**src/rtl/lsu_access_sequencer_if.sv**
```systemverilog
// rtl/lsu_access_sequencer_if.sv - request/response bus between pipeline stage and lsu_access_sequencer
interface lsu_access_sequencer_if #(
   parameter int DATA_WIDTH = 32,
   parameter int ADDR_WIDTH = 12
);
   logic                  req_valid_i;
   logic                  req_ready_o;
   logic                  req_we_i;
   logic [ADDR_WIDTH-1:0] req_addr_i;
   logic [DATA_WIDTH-1:0] req_wdata_i;
   logic [2:0]            req_funct3_i;
   logic                  resp_valid_o;
   logic [DATA_WIDTH-1:0] resp_rdata_o;
   logic                  resp_err_o;

   // pipeline side: issues requests, receives responses
   modport master (
      output req_valid_i, req_we_i, req_addr_i, req_wdata_i, req_funct3_i,
      input  req_ready_o, resp_valid_o, resp_rdata_o, resp_err_o
   );

   // sequencer side
   modport slave (
      input  req_valid_i, req_we_i, req_addr_i, req_wdata_i, req_funct3_i,
      output req_ready_o, resp_valid_o, resp_rdata_o, resp_err_o
   );
endinterface

```
**src/rtl/lsu_access_sequencer.sv**
```systemverilog
// rtl/lsu_access_sequencer.sv - load/store front-end for lsu; optional byte-beat splitting via MISALIGN_SPLIT_EN
module lsu_access_sequencer #(
   parameter int DATA_WIDTH = 32,
   parameter int ADDR_WIDTH = 12
) (
   input  logic                  clk,
   input  logic                  reset_n,
   lsu_access_sequencer_if.slave bus,
   output logic [ADDR_WIDTH-1:0] lsu_addr_o,
   output logic [DATA_WIDTH-1:0] lsu_wdata_o,
   output logic                  lsu_we_o,
   output logic [2:0]            lsu_dtype_o,
   input  logic [DATA_WIDTH-1:0] lsu_rdata_i
);

   localparam logic [1:0] S_IDLE    = 2'd0;
   localparam logic [1:0] S_ISSUE   = 2'd1;
   localparam logic [1:0] S_CAPTURE = 2'd2;
   localparam logic [1:0] S_RESP    = 2'd3;

   localparam logic [2:0] DT_BYTE   = 3'b000;
   localparam logic [2:0] DT_HALF   = 3'b001;
   localparam logic [2:0] DT_WORD   = 3'b010;
   localparam logic [2:0] DT_BYTE_U = 3'b011;
   localparam logic [2:0] DT_HALF_U = 3'b100;
   localparam logic [2:0] DT_NONE   = 3'b111;

   logic [1:0]            r_state;
   logic                  r_we;
   logic                  r_err;
   logic [ADDR_WIDTH-1:0] r_addr;
   logic [DATA_WIDTH-1:0] r_wdata;
   logic [DATA_WIDTH-1:0] r_rdata;
   logic [2:0]            r_dtype;

   logic [2:0]            w_dtype;
   logic                  w_legal;
   logic                  w_misal;
   logic                  w_reject;

`ifdef MISALIGN_SPLIT_EN
   logic                  r_split;
   logic [1:0]            r_beat;
   logic [1:0]            r_last_beat;
   logic                  r_half;
   logic                  r_signed;
   logic [DATA_WIDTH-1:0] r_bytes;
   logic                  w_last;
   logic [DATA_WIDTH-1:0] w_asm;
   logic [DATA_WIDTH-1:0] w_ext;

   // current beat's byte merged into the assembled word, then extended to the requested width
   always_comb begin
      w_last = !r_split || (r_beat == r_last_beat);
      w_asm  = r_bytes;
      w_asm[{r_beat, 3'b000} +: 8] = lsu_rdata_i[7:0];
      w_ext  = r_half ? {{16{r_signed & w_asm[15]}}, w_asm[15:0]} : w_asm;
   end
`endif

   // funct3 -> lsu dtype translation, legality and alignment of the offered request
   always_comb begin
      w_dtype = DT_NONE;
      w_legal = 1'b0;
      case (bus.req_funct3_i)
         3'b000:  begin w_dtype = DT_BYTE;   w_legal = 1'b1;           end
         3'b001:  begin w_dtype = DT_HALF;   w_legal = 1'b1;           end
         3'b010:  begin w_dtype = DT_WORD;   w_legal = 1'b1;           end
         3'b100:  begin w_dtype = DT_BYTE_U; w_legal = !bus.req_we_i;  end
         3'b101:  begin w_dtype = DT_HALF_U; w_legal = !bus.req_we_i;  end
         default: begin w_dtype = DT_NONE;   w_legal = 1'b0;           end
      endcase
      w_misal = ((bus.req_funct3_i[1:0] == 2'b01) && bus.req_addr_i[0]) ||
                ((bus.req_funct3_i[1:0] == 2'b10) && (bus.req_addr_i[1:0] != 2'b00));
`ifdef MISALIGN_SPLIT_EN
      w_reject = !w_legal;
`else
      w_reject = !w_legal || w_misal;
`endif
   end

   // request capture and IDLE -> ISSUE -> CAPTURE -> RESP sequencing
   always_ff @(posedge clk) begin
      if (!reset_n) begin
         r_state <= S_IDLE;
         r_we    <= 1'b0;
         r_err   <= 1'b0;
         r_rdata <= '0;
      end else begin
         case (r_state)
            S_IDLE: begin
               if (bus.req_valid_i) begin
                  r_we    <= bus.req_we_i;
                  r_addr  <= bus.req_addr_i;
                  r_wdata <= bus.req_wdata_i;
                  r_dtype <= w_dtype;
                  r_err   <= w_reject;
`ifdef MISALIGN_SPLIT_EN
                  r_split     <= w_misal;
                  r_beat      <= 2'd0;
                  r_last_beat <= (bus.req_funct3_i[1:0] == 2'b10) ? 2'd3 : 2'd1;
                  r_half      <= (bus.req_funct3_i[1:0] == 2'b01);
                  r_signed    <= !bus.req_funct3_i[2];
                  r_bytes     <= '0;
`endif
                  if (w_reject) begin
                     r_rdata <= '0;
                     r_state <= S_RESP;
                  end else begin
                     r_state <= S_ISSUE;
                  end
               end
            end
            S_ISSUE: begin
               if (r_we) begin
`ifdef MISALIGN_SPLIT_EN
                  if (w_last) begin
                     r_rdata <= '0;
                     r_state <= S_RESP;
                  end else begin
                     r_beat <= r_beat + 2'd1;
                  end
`else
                  r_rdata <= '0;
                  r_state <= S_RESP;
`endif
               end else begin
                  r_state <= S_CAPTURE;
               end
            end
            S_CAPTURE: begin
`ifdef MISALIGN_SPLIT_EN
               if (r_split) begin
                  r_bytes <= w_asm;
                  if (w_last) r_rdata <= w_ext;
               end else begin
                  r_rdata <= lsu_rdata_i;
               end
               if (w_last) begin
                  r_state <= S_RESP;
               end else begin
                  r_beat  <= r_beat + 2'd1;
                  r_state <= S_ISSUE;
               end
`else
               r_rdata <= lsu_rdata_i;
               r_state <= S_RESP;
`endif
            end
            default: r_state <= S_IDLE;
         endcase
      end
   end

   // lsu drive: idle code 111 outside an access; gated by reset_n so a reset kills a write at once
   always_comb begin
      lsu_addr_o  = '0;
      lsu_wdata_o = '0;
      lsu_we_o    = 1'b0;
      lsu_dtype_o = DT_NONE;
      if (reset_n && ((r_state == S_ISSUE) || (r_state == S_CAPTURE))) begin
         lsu_addr_o  = r_addr;
         lsu_wdata_o = r_wdata;
         lsu_dtype_o = r_dtype;
         lsu_we_o    = r_we && (r_state == S_ISSUE);
`ifdef MISALIGN_SPLIT_EN
         lsu_addr_o = r_addr + ADDR_WIDTH'(r_beat);
         if (r_split) begin
            lsu_dtype_o = r_we ? DT_BYTE : DT_BYTE_U;
            lsu_wdata_o = DATA_WIDTH'(r_wdata[{r_beat, 3'b000} +: 8]);
         end
`endif
      end
   end

   assign bus.req_ready_o  = (r_state == S_IDLE);
   assign bus.resp_valid_o = reset_n && (r_state == S_RESP);
   assign bus.resp_err_o   = reset_n && (r_state == S_RESP) && r_err;
   assign bus.resp_rdata_o = r_rdata;

endmodule

```
**src/flat_wrapper.sv**
```systemverilog
// flat-port wrapper written by rule: the top's interface ports become plain ports
module lsu_access_sequencer_flat 
#(
   parameter int DATA_WIDTH = 32,
   parameter int ADDR_WIDTH = 12
)
  (clk, reset_n, lsu_addr_o, lsu_wdata_o, lsu_we_o, lsu_dtype_o, lsu_rdata_i, bus_req_valid_i, bus_req_we_i, bus_req_addr_i, bus_req_wdata_i, bus_req_funct3_i, bus_req_ready_o, bus_resp_valid_o, bus_resp_rdata_o, bus_resp_err_o);
  lsu_access_sequencer_if #(.DATA_WIDTH(DATA_WIDTH), .ADDR_WIDTH(ADDR_WIDTH)) bus_i ();
  input  logic clk;
  input  logic reset_n;
  output logic [ADDR_WIDTH-1:0] lsu_addr_o;
  output logic [DATA_WIDTH-1:0] lsu_wdata_o;
  output logic lsu_we_o;
  output logic [2:0] lsu_dtype_o;
  input  logic [DATA_WIDTH-1:0] lsu_rdata_i;
  input wire logic [$bits(bus_i.req_valid_i)-1:0] bus_req_valid_i;
  input wire logic [$bits(bus_i.req_we_i)-1:0] bus_req_we_i;
  input wire logic [$bits(bus_i.req_addr_i)-1:0] bus_req_addr_i;
  input wire logic [$bits(bus_i.req_wdata_i)-1:0] bus_req_wdata_i;
  input wire logic [$bits(bus_i.req_funct3_i)-1:0] bus_req_funct3_i;
  output wire logic [$bits(bus_i.req_ready_o)-1:0] bus_req_ready_o;
  output wire logic [$bits(bus_i.resp_valid_o)-1:0] bus_resp_valid_o;
  output wire logic [$bits(bus_i.resp_rdata_o)-1:0] bus_resp_rdata_o;
  output wire logic [$bits(bus_i.resp_err_o)-1:0] bus_resp_err_o;
  assign bus_i.req_valid_i = bus_req_valid_i;
  assign bus_i.req_we_i = bus_req_we_i;
  assign bus_i.req_addr_i = bus_req_addr_i;
  assign bus_i.req_wdata_i = bus_req_wdata_i;
  assign bus_i.req_funct3_i = bus_req_funct3_i;
  assign bus_req_ready_o = bus_i.req_ready_o;
  assign bus_resp_valid_o = bus_i.resp_valid_o;
  assign bus_resp_rdata_o = bus_i.resp_rdata_o;
  assign bus_resp_err_o = bus_i.resp_err_o;
  lsu_access_sequencer #(.DATA_WIDTH(DATA_WIDTH), .ADDR_WIDTH(ADDR_WIDTH)) u_core (.clk(clk), .reset_n(reset_n), .bus(bus_i), .lsu_addr_o(lsu_addr_o), .lsu_wdata_o(lsu_wdata_o), .lsu_we_o(lsu_we_o), .lsu_dtype_o(lsu_dtype_o), .lsu_rdata_i(lsu_rdata_i));
endmodule
```
**config.mk**
```make
export PLATFORM = sky130hd
export DESIGN_NAME = lsu_access_sequencer_flat
export DESIGN_NICKNAME = d
export VERILOG_FILES = /design/src/rtl/lsu_access_sequencer_if.sv /design/src/rtl/lsu_access_sequencer.sv /design/src/flat_wrapper.sv
export SDC_FILE = /design/constraint.sdc
export NUM_CORES = 1
export LEC_CHECK = 0
export ABC_AREA = 1
export CAP_MARGIN = 20
export CORE_ASPECT_RATIO = 1.4
export CORE_MARGIN = 4
export CORE_UTILIZATION = 42
export DETAILED_ROUTE_END_ITERATION = 10
export PLACE_DENSITY = 0.83
export SLEW_MARGIN = 30
export SYNTH_ARGS = -nofsm -noshare
export SYNTH_HDL_FRONTEND = slang
export SYNTH_SLANG_ARGS = --single-unit
export TNS_END_PERCENT = 30
```
**constraint.sdc**
```tcl
create_clock -name clk -period 4.3 [get_ports clk]
set_input_delay 0.86 -clock clk [delete_from_list [all_inputs] [get_ports clk]]
set_output_delay 0.86 -clock clk [all_outputs]
set_load 0.01 [all_outputs]
```
==> Yosys cells after proc, flatten, opt, wreduce, memory -nomap -nowiden <==
Cells that the tools add are included.
{ "classes": {"mux": 14, "n_reduce_logical": 20, "n_eq_ne": 12} }
{ "ops": {"columns": ["op", "n"], "rows": [
  ["$mux W32", 4],
  ["$pmux W32 S3", 1],
  ["$pmux W3 S5", 1],
  ["$mux W12", 1],
  ["$eq A2 B2 Y1 const B", 3],
  ["$eq A3 B3 Y1 const B", 2],
  ["$logic_and A1 B1 Y1", 6],
  ["$pmux W2 S3", 1],
  ["$eq A2 B1 Y1 const B", 2],
  ["$mux W2", 2],
  ["$ne A2 B1 Y1 const B", 2],
  ["$reduce_and A4 Y1", 1],
  ["$eq A3 B1 Y1 const B", 1],
  ["$eq A3 B2 Y1 const B", 1],
  ["$logic_not A3 Y1", 1],
  ["$logic_or A1 B1 Y1", 3],
  ["$mux W3", 1],
  ["$reduce_and A3 Y1", 1],
  ["$reduce_bool A3 Y1", 1],
  ["$reduce_or A3 Y1", 1],
  ["$logic_not A1 Y1", 2],
  ["$logic_not A2 Y1", 1],
  ["$mux W1", 2],
  ["$ne A2 B2 Y1 const B", 1],
  ["4 further kinds", 4]
]} }
{ "word_totals": {"wordCells": 53, "ff_bits": 83, "output_inout_bits": 83, "input_bits": 83} }

==> Depth between registers and ports, before layout <==
Gate-level depths: netlist of the first run.
{ "depth": {"word_depth": 8, "ltp_mapped": 10, "mapped_depth_nobuf": 9} }

==> Least setup slack after synthesis of the first run <==
No wires, ideal clock.
{ "synth_timing": {"path_kind": "input port to flip-flop", "start": "input reset_n", "end": "register u_core.r_addr[0] (enable)", "arrival_time_ns": 3.084, "path_buffers": 1, "slack_ns": 0.764, "stages": 3, "required_ns": 3.848, "setup_ns": 0.452, "path_cell_list": "buf_2 -> inv_1 -> nor2_1"} }
{ "synth_between": {"elab_chain_cells": 1} }
{ "synth_lines": {"columns": ["element", "line_no", "rtl"], "rows": [
  ["start: declaration", "flat_wrapper.sv:10", "input logic reset_n;"],
  ["$reduce_and A3 Y1 (no line)", null, null],
  ["end signal: assignment", "lsu_access_sequencer.sv:94", "r_addr <= bus.req_addr_i;"],
  ["end: declaration", "lsu_access_sequencer.sv:31", "logic [ADDR_WIDTH-1:0] r_addr;"]
]} }
No other way between the ends.
A chain may end at the register's enable or synchronous reset.

==> Final worst setup path of the first run <==
{ "layout_timing": {"start": "input reset_n", "end": "output lsu_dtype_o[0]"} }
{ "layout_between": {"elab_chain_cells": 2} }
{ "layout_lines": {"columns": ["element", "line_no", "rtl"], "rows": [
  ["$logic_and A1 B1 Y1", "lsu_access_sequencer.sv:161", "if (reset_n && ((r_state == S_ISSUE) || (r_state == S_CAPTURE))) begin"],
  ["$mux W3", "lsu_access_sequencer.sv:161", null],
  ["end: declaration", "flat_wrapper.sv:14", "output logic [2:0] lsu_dtype_o;"]
]} }
No other way between the ends.

==> results of run 1 <==
## per-stage QoR
stage / utilization, % / total power, mW / instances / setup WS [ps] / instance area (um2)
global route: 65.7 / 3.89 / 697 / 853 / 5630
detailed placement: 62.7 / 2.96 / 682 / 960 / 5370
floorplan: - / 2.23 / 429 / 764 / 3660
finish: 65.7 / 3.60 / 697 / 965 / 5630
global placement: 62.7 / 2.91 / 682 / 990 / 5360
CTS: 65.7 / 3.65 / 697 / 958 / 5630
## per-layer routing
layer | wire length [um] | share of wire, % | vias to the layer above
met3 | 833 | 9.4 | 8
met4 | 97 | 1.1 | 0
met5 | 0 | 0 | -
met2 | 4320 | 49 | 133
li1 | - | - | 1609
met1 | 3620 | 41 | 1403
## registers in the layout (all words and copies together), names as in the netlist
signal                   cells
u_core.r_dtype               3
u_core.r_we                  1
u_core.r_wdata              32
u_core.r_state               2
u_core.bus.resp_rdata_o     32
u_core.r_addr               12
u_core.r_err                 1
## cells in the mapped netlist, types with 2 or more instances
cell / n
nand2_1: 89
buf_6: 2
edfxtp_1: 47
nand3_1: 27
dfxtp_1: 36
clkbuf_1: 10
buf_2: 7
ha_1: 5
inv_1: 74
a21oi_1: 3
o21ai_0: 4
nor2_1: 94
or2_2: 3
nor2_2: 20
## worst paths after layout
path,start,endpoint,slack (ps)
worst min register to register,u_core.bus.resp_rdata_o[21],u_core.bus.resp_rdata_o[21],470
worst max-delay path,reset_n,lsu_dtype_o[0],960
worst max register to register,u_core.r_state[0],u_core.bus.resp_rdata_o[22],1900
worst min-delay path,u_core.bus.resp_rdata_o[21],u_core.bus.resp_rdata_o[21],470
## where the power goes
group	switching, mW	internal, mW	total [mW]	leakage, nW
sequential	0.114	1.08	1.19	0.730
combinational	0.926	0.816	1.74	1.58
clock	0.282	0.385	0.667	0.120
total	1.32	2.28	3.60	2.44
## logic make-up (layout without fill, tap and decap cells)
group / count (synthesis) / after routing / share of synthesized area [%]
adder cells (fa/ha/maj): 5 / 5 / 1.71
flip-flops: 83 / 83 / 58.3
AO/OA/AOI/OAI: 10 / 10 / 1.81
buffers and inverters: 95 / 258 / 10.8
AND/OR/NAND/NOR: 236 / 236 / 27.5
## layout by cell type (no fill, tap or decap), types with 4 or more instances in the layout
master           count
o21ai_0              4
clkbuf_16            9
nor2_2              20
clkdlybuf4s50_1    165
nand3_1             27
ha_1                 4
nor2_1              93
nand2_1             89
inv_1               74
edfxtp_1            47
dfxtp_1             36
## cell type report
type	count	area (um2)	share of cell area, %
Clock inverter	5	32.5	0.578
Sequential cell	83	2130	37.9
Timing Repair Buffer	168	1670	29.8
Multi-Input combinational cell	251	1140	20.3
Clock buffer	10	229	4.07
Tap cell	105	131	2.33
Inverter	75	284	5.05
## worst max-delay path, delay by kind of cell
family | cells | cell delay (ps)
buf+inv | 3 | 1220
simple gates | 2 | 380
==> summary.txt, run 1 <==
Status - completed
Final ANT Viol Nets - 0
Num CTS Buffers - 9
RSZ-0062 raised after global routing - false
CP required - 3440 ps
Maxcap violations - 0
DRC viols - 0
CTS H-tree lvls - 3
Final Wtd Congestion - 0.763
Vias in the first global route - 3031
Hold crit path type - reg2reg
CP cell instances - clkdlybuf4s50_1, nand2_1, buf_4, or2_2, clkdlybuf4s50_1
Max Slew Vio Count - 0
Slowest Stage Delay on Critical Path - 480 ps
CTS tree - built
Async SR Flop Fraction - 0%
Post-DP HPWL - 6710 um
Synth Register Bits - 83
Root buffer cell - clkbuf_16
Synth Flop Type - edfxtp_1
Nets - 676
Fin crit period - 3340 ps
ANT cells - 0
Largest net degree at the start of global routing - 49
Critical-path maximum fanout - 48
PortBufs - 165
1st-iter DRT viols - 111
Post-synth top area cell - edfxtp_1
Via Count - 3153
Worst Setup Start Kind - input pin
Post-CTS setup buffer count - 0
GR met2 Demand/Resource - 29.8%
Global-route met3 utilization - 4.81%
GRT Util Overall - 17.4%
Yosys warnings - 0
P_leak - 2.44 nW
R2R depth - 9
Worst Max-Slew Pin Slew - 700 ps
Number of synthesized flops with an enable pin - 47
Syn nets - 517
Drt pass-1 iters - 4
Clock sinks - 83
Die H - 118 um
CP max-delay cell - clkdlybuf4s50_1
Final worst path period share - 77.6%
Most Crowded Layer GR - met2
First-pass GRT wire length - 14400 um
Initial Util - 42.8%
Seq/Total Area, Yosys - 58.3%
Core Box Area - 0.00856 mm2
# hold bufs at CTS - 0
Clock Pin Slew Worst Setup and Hold Paths - 60 ps
WP data arrival - 2480 ps
Crit end category - output pin
Setup CP Type - in2out
Layout Area Growth over Synthesis - 53.7%
Worst slew margin - 53.2%
Fillers - 656
Hold-critical path depth - 2
Resize count post-CTS - 0
Top cells by area, synth - edfxtp_1, dfxtp_1, nor2_1, nand2_1, inv_1
Peak VDD IR - 486 uV
Initial antenna violation count - 0
Share of the synthesized area in the top cell type - 38.6%
Pwr/cell area - 640 mW/mm2
Mean routed wirelength per cell - 12.7 um
Layout cell share with drive strength beyond 1 - 7.94%
M1 GR Usage - 21.0%
Clk buf depth - 2
Crit path top cell by count - clkdlybuf4s50_1
Routed vias/inst - 4.52
Number of failing hold endpoints at the final stage - 0
Row count - 40
Worst skew pair latency - 320 ps
Final setup viols - 0
I/O pin count - 166
Die area - 0.0103 mm2
Post-synthesis cell area - 0.00366 mm2
Min Hold Slack - 474 ps
Clk_skew - 5.85 ps
Max Clk Rate - 0.300 GHz
Post-Syn Area per Cell - 8.53 um2
Final wirelength - 8870 um
Die Span X - 86.9 um
Global route total overflow - 0
Sum of negative setup slack - 0 ps
Synth Instances - 429
Synth cell types - 22
No activity file was read; power rests on OpenSTA's default activity.
==> inputs of run 2 (changes only) <==
--- a/config.mk
+++ b/config.mk
@@ -9,9 +9,9 @@
 export CAP_MARGIN = 20
 export CORE_ASPECT_RATIO = 1.4
 export CORE_MARGIN = 4
-export CORE_UTILIZATION = 42
+export CORE_UTILIZATION = 38
 export DETAILED_ROUTE_END_ITERATION = 10
-export PLACE_DENSITY = 0.83
+export PLACE_DENSITY = 0.79
 export SLEW_MARGIN = 30
 export SYNTH_ARGS = -nofsm -noshare
 export SYNTH_HDL_FRONTEND = slang
==> constraint.sdc (replaced) <==
create_clock -name clk -period 2.85 [get_ports clk]
set_input_delay 0.57 -clock clk [delete_from_list [all_inputs] [get_ports clk]]
set_output_delay 0.57 -clock clk [all_outputs]
set_load 0.01 [all_outputs]
==> summary.txt, run 2 (same netlist as run 1, synthesis figures left out) <==
Largest net degree at the start of global routing - 49
ANT cells - 0
Net switching power - 2.05 mW
Post-DP HPWL - 6870 um
1st-iter DRT viols - 103
Initial Util - 38.7%
Initial antenna violation count - 0
Cell Area, Placed - 0.00540 mm2
Clock network power share - 22.1%
Layout Cells excl Fill - 704
PortBufs - 165
Switching fraction of total power - 35.5%
Core Box Area - 0.00946 mm2
Worst slew margin - 59.6%
Clock sinks - 83
Number of failing hold endpoints at the final stage - 0
Nets - 677
Clk buf depth - 2
Worst setup margin - 137 ps
Comb power frac - 46.6%
Vias in the first global route - 2969
Final ANT Viol Nets - 0
Mean routed wirelength per cell - 13.1 um
Post-CTS setup buffer count - 0
Most frequent cells in the layout - clkdlybuf4s50_1, nor2_1, nand2_1
RSZ-0062 raised after global routing - false
Status - completed
Worst Setup Start Kind - input pin
Final setup viols - 0
Fin crit period - 2710 ps
P_leak - 2.50 nW
Final worst path period share - 95.2%
Root buffer cell - clkbuf_16
Sum of negative setup slack - 0 ps
GRT Util Overall - 16.7%
Share of power burned in registers - 31.3%
Num CTS Buffers - 9
CP required - 2280 ps
CTS H-tree lvls - 3
Worst Max-Slew Pin Slew - 606 ps
Cell Int Power - 3.72 mW
Layout cell share with drive strength beyond 1 - 8.75%
Global route total overflow - 0
Most common cell after layout, fill and taps aside - clkdlybuf4s50_1
Crit end category - output pin
First-pass GRT wire length - 14800 um
Row count - 42
WP data arrival - 2140 ps
Pwr/cell area - 1000 mW/mm2
Drt pass-1 iters - 4
Layout Area Growth over Synthesis - 56.9%
CTS tree - built
Clock Pin Slew Worst Setup and Hold Paths - 60 ps
Critical-path maximum fanout - 48
Final Wtd Congestion - 0.775
I/O pin count - 166
Via Count - 3178
Final instance area - 0.00574 mm2
Peak VDD IR - 857 uV
Clk_skew - 5.52 ps
Final wirelength - 9250 um
Setup CP Type - in2out
Total design power - 5.76 mW
Max Clk Rate - 0.369 GHz
Routed vias/inst - 4.51
Worst skew pair latency - 330 ps
Die H - 124 um
Die Span X - 90.9 um
Maxcap violations - 0
Placed Cells - 688
Die area - 0.0113 mm2
Max Slew Vio Count - 0
Worst slack at placement - 137 ps
DRC viols - 0
Hold crit path type - reg2reg
[run 2: changes by cell type in the layout (fill, tap and decap cells not counted), sizes merged]
cell	previous run	this run
buf	3	4
bufinv	0	2
clkbuf	10	11
clkinv	2	1
clkinvlp	3	0
inv	75	77
[run 2: metrics by stage]
| step | utilization (%) | hold slack, ps |
|---|---|---|
| floorplan | - | 436 |
| global placement | 57.1 | 447 |
| detailed placement | 57.1 | 461 |
| CTS | 60.7 | 472 |
| global route | 60.7 | 501 |
| finish | 60.7 | 467 |
[run 2: cell type report]
class / count / area, um2
fillers: 771 / 3720
well taps: 110 / 138
clock buffers: 11 / 253
clock inverters: 5 / 82.6
inverters: 75 / 284
multi-input cells: 251 / 1140
flip-flops and latches: 83 / 2130
repair buffers: 169 / 1710
[run 2: worst max-delay path, cell delays in order]
cell and delay, ps:
clkdlybuf4s50_1 510, nand2_1 100, buf_12 180, or2_2 280, clkdlybuf4s50_1 490
[run 2: routing by layer]
metal | part of all wire (%) | vias up | GRT usage, %
met2 | 48 | 144 | 28.1
met3 | 8.4 | 12 | 4.83
met4 | 1.7 | 0 | 6.23
li1 | - | 1619 | -
met1 | 42 | 1403 | 20.2
met5 | 0 | - | 0
[run 2: path summary, 6_finish.rpt]
path,from,to,slack [ps],cells past startpoint
worst max register to register,u_core.r_state[0],u_core.bus.resp_rdata_o[14],890,7
worst min register to register,u_core.bus.resp_rdata_o[27],u_core.bus.resp_rdata_o[27],470,2
worst min-delay path,u_core.bus.resp_rdata_o[27],u_core.bus.resp_rdata_o[27],470,2
worst max-delay path,reset_n,lsu_dtype_o[1],140,5
[run 2: power groups by stage]
stage	Sequential (mW)	Combinational [mW]	Clock, mW
6_report	1.80	2.68	1.28
5_1_grt	1.84	2.99	1.37
4_1_cts	1.80	2.72	1.31
3_5_place_dp	1.82	2.71	0
3_3_place_gp	1.81	2.65	0
2_1_floorplan	1.91	1.46	0
[run 2: what timing repair did]
item                                    4_1_cts  5_1_grt
hold buffers                                  0        0
endpoints found under the setup margin        0        3
gates resized for setup                       0        2
==> edit, RTL diff (config.mk and constraints of run 2) <==
Build with the macro `MISALIGN_SPLIT_EN` defined.
--- a/src/rtl/lsu_access_sequencer.sv
+++ b/src/rtl/lsu_access_sequencer.sv
@@ -1,3 +1,5 @@
 // rtl/lsu_access_sequencer.sv - load/store front-end for lsu; optional byte-beat splitting via MISALIGN_SPLIT_EN
+`define MISALIGN_SPLIT_EN
+
 module lsu_access_sequencer #(
    parameter int DATA_WIDTH = 32,
Behaviour: not the same (Yosys sat finds a counterexample within 4 cycles, from zero or initial values and one cycle with reset_n low).
==> edit against run 2 <==
Synthesized area grew 77%; critical path type is now reg -> out; non-clock buffer count grew 12; largest cell class unchanged; clock skew grew 2.8 ps; total power grew 45%; worst setup slack lost 110 ps; cell area grew 57%; first-iteration DRC count grew to 3.7 times the old value; sequential cell count grew 38; routed wire length grew 94%; critical path depth grew 4; via count grew 86%.
==> edit: results (changes against run 2) <==
[run_status]
status=finished, final reports clean

[layout]
inv_count=81  ; +8.0%
buffers=181  ; +7.1%
clkbuf_count=18  ; +7
layout-drive-gt1-share=0.0955  ; +0.00799
area.sequential_mm2=0.00328  ; +53%
fin_nets=1067  ; +58%
buffer_area_frac=0.200  ; -0.0970
clk_share=0.0671  ; +0.00867

[routing]
met3_wirelength_um=1310  ; +69%
dr.pass1.iters=5  ; +1
wire_per_inst_um=15.1  ; +15%
wirelength_met1_um=6530  ; +70%
first_iter_violations=378  ; +270%

[global_route]
grt_use_total=0.187  ; +0.0200
grt_pass1_wl_um=28700  ; +94%
use_met1=0.204  ; +0.00161
grt_util_met2=0.336  ; +0.0545
grt_max_degree=78  ; +59%
grt_pass1_vias=5749  ; +94%

[critical_path]
cp_max_fo=3  ; -94%
cpMaxStageDelayCell=edfxtp_1
cp.arrival_ps=2250  ; +110 ps
max_stage_delay_ps=430  ; -80 ps

[placed_design]
dp_hpwl_um=13100  ; +90%

[power]
cellLeakagePower_nw=3.87  ; +55%

[sta]
timing.slew.headroom=0.655  ; +0.0587
fin_worst_skew_ps=8.28  ; +2.75 ps

[yosys]
avgSynthCellArea_um2=8.01  ; -6.1%
synth.distinct_cells=35  ; +59%

[clocking]
cts_made_buffers=17  ; +8

[edit: changes by cell type in the layout (fill, tap and decap cells not counted), moves of 11 or more]
cell | run 2 | this run
dlymetal6s2s_1 | 0 | 11
nor2_1 | 93 | 117
clkdlybuf4s50_1 | 165 | 130
a21oi_1 | 3 | 67
nor3_1 | 0 | 11
edfxtp_1 | 47 | 85
nor2_2 | 20 | 2
nand3_1 | 27 | 62
nand2_1 | 89 | 209
o21ai_0 | 4 | 36
dlygate4sd2_1 | 0 | 21
[edit: kinds of logic after synthesis]
group | synth area share
simple gates | 0.293
fa+ha+maj | 0.0263
buf+inv | 0.0788
flops | 0.506
xor+xnor | 0.00271
compound gates | 0.0935
[edit: tightest hold or removal path, delay by kind of cell (launching register included)]
family	cells	cell delay, ps
compound gates	1	60
flops	1	310
simple gates	1	60
[edit: power breakdown]
part | total, W | switching, W | internal, W
combinational | 0.00361 | 0.00226 | 0.00135
clock | 0.00219 | 0.000810 | 0.00138
sequential | 0.00259 | 0.000182 | 0.00240
total | 0.00839 | 0.00325 | 0.00513
[edit: per-stage QoR]
step	worst slack, ps	util	TNS, ps	power [W]	cell area [µm²]
2_1_floorplan	-644	-	-32830	0.00493	6480
5_1_grt	-148	0.537	-230	0.00898	8990
6_report	28.9	0.537	0	0.00839	8990
3_3_place_gp	10.1	0.497	0	0.00615	8330
4_1_cts	-77.0	0.533	-77.0	0.00839	8930
3_5_place_dp	-26.2	0.497	-65.3	0.00621	8330
[edit: path summary, 6_finish.rpt]
check,start,end,slack (ps)
max,u_core.r_beat[1],lsu_addr_o[6],30
min,u_core.bus.resp_rdata_o[18],u_core.bus.resp_rdata_o[18],470
max reg2reg,u_core.r_beat[1],u_core.bus.resp_rdata_o[27],390
min reg2reg,u_core.bus.resp_rdata_o[18],u_core.bus.resp_rdata_o[18],470
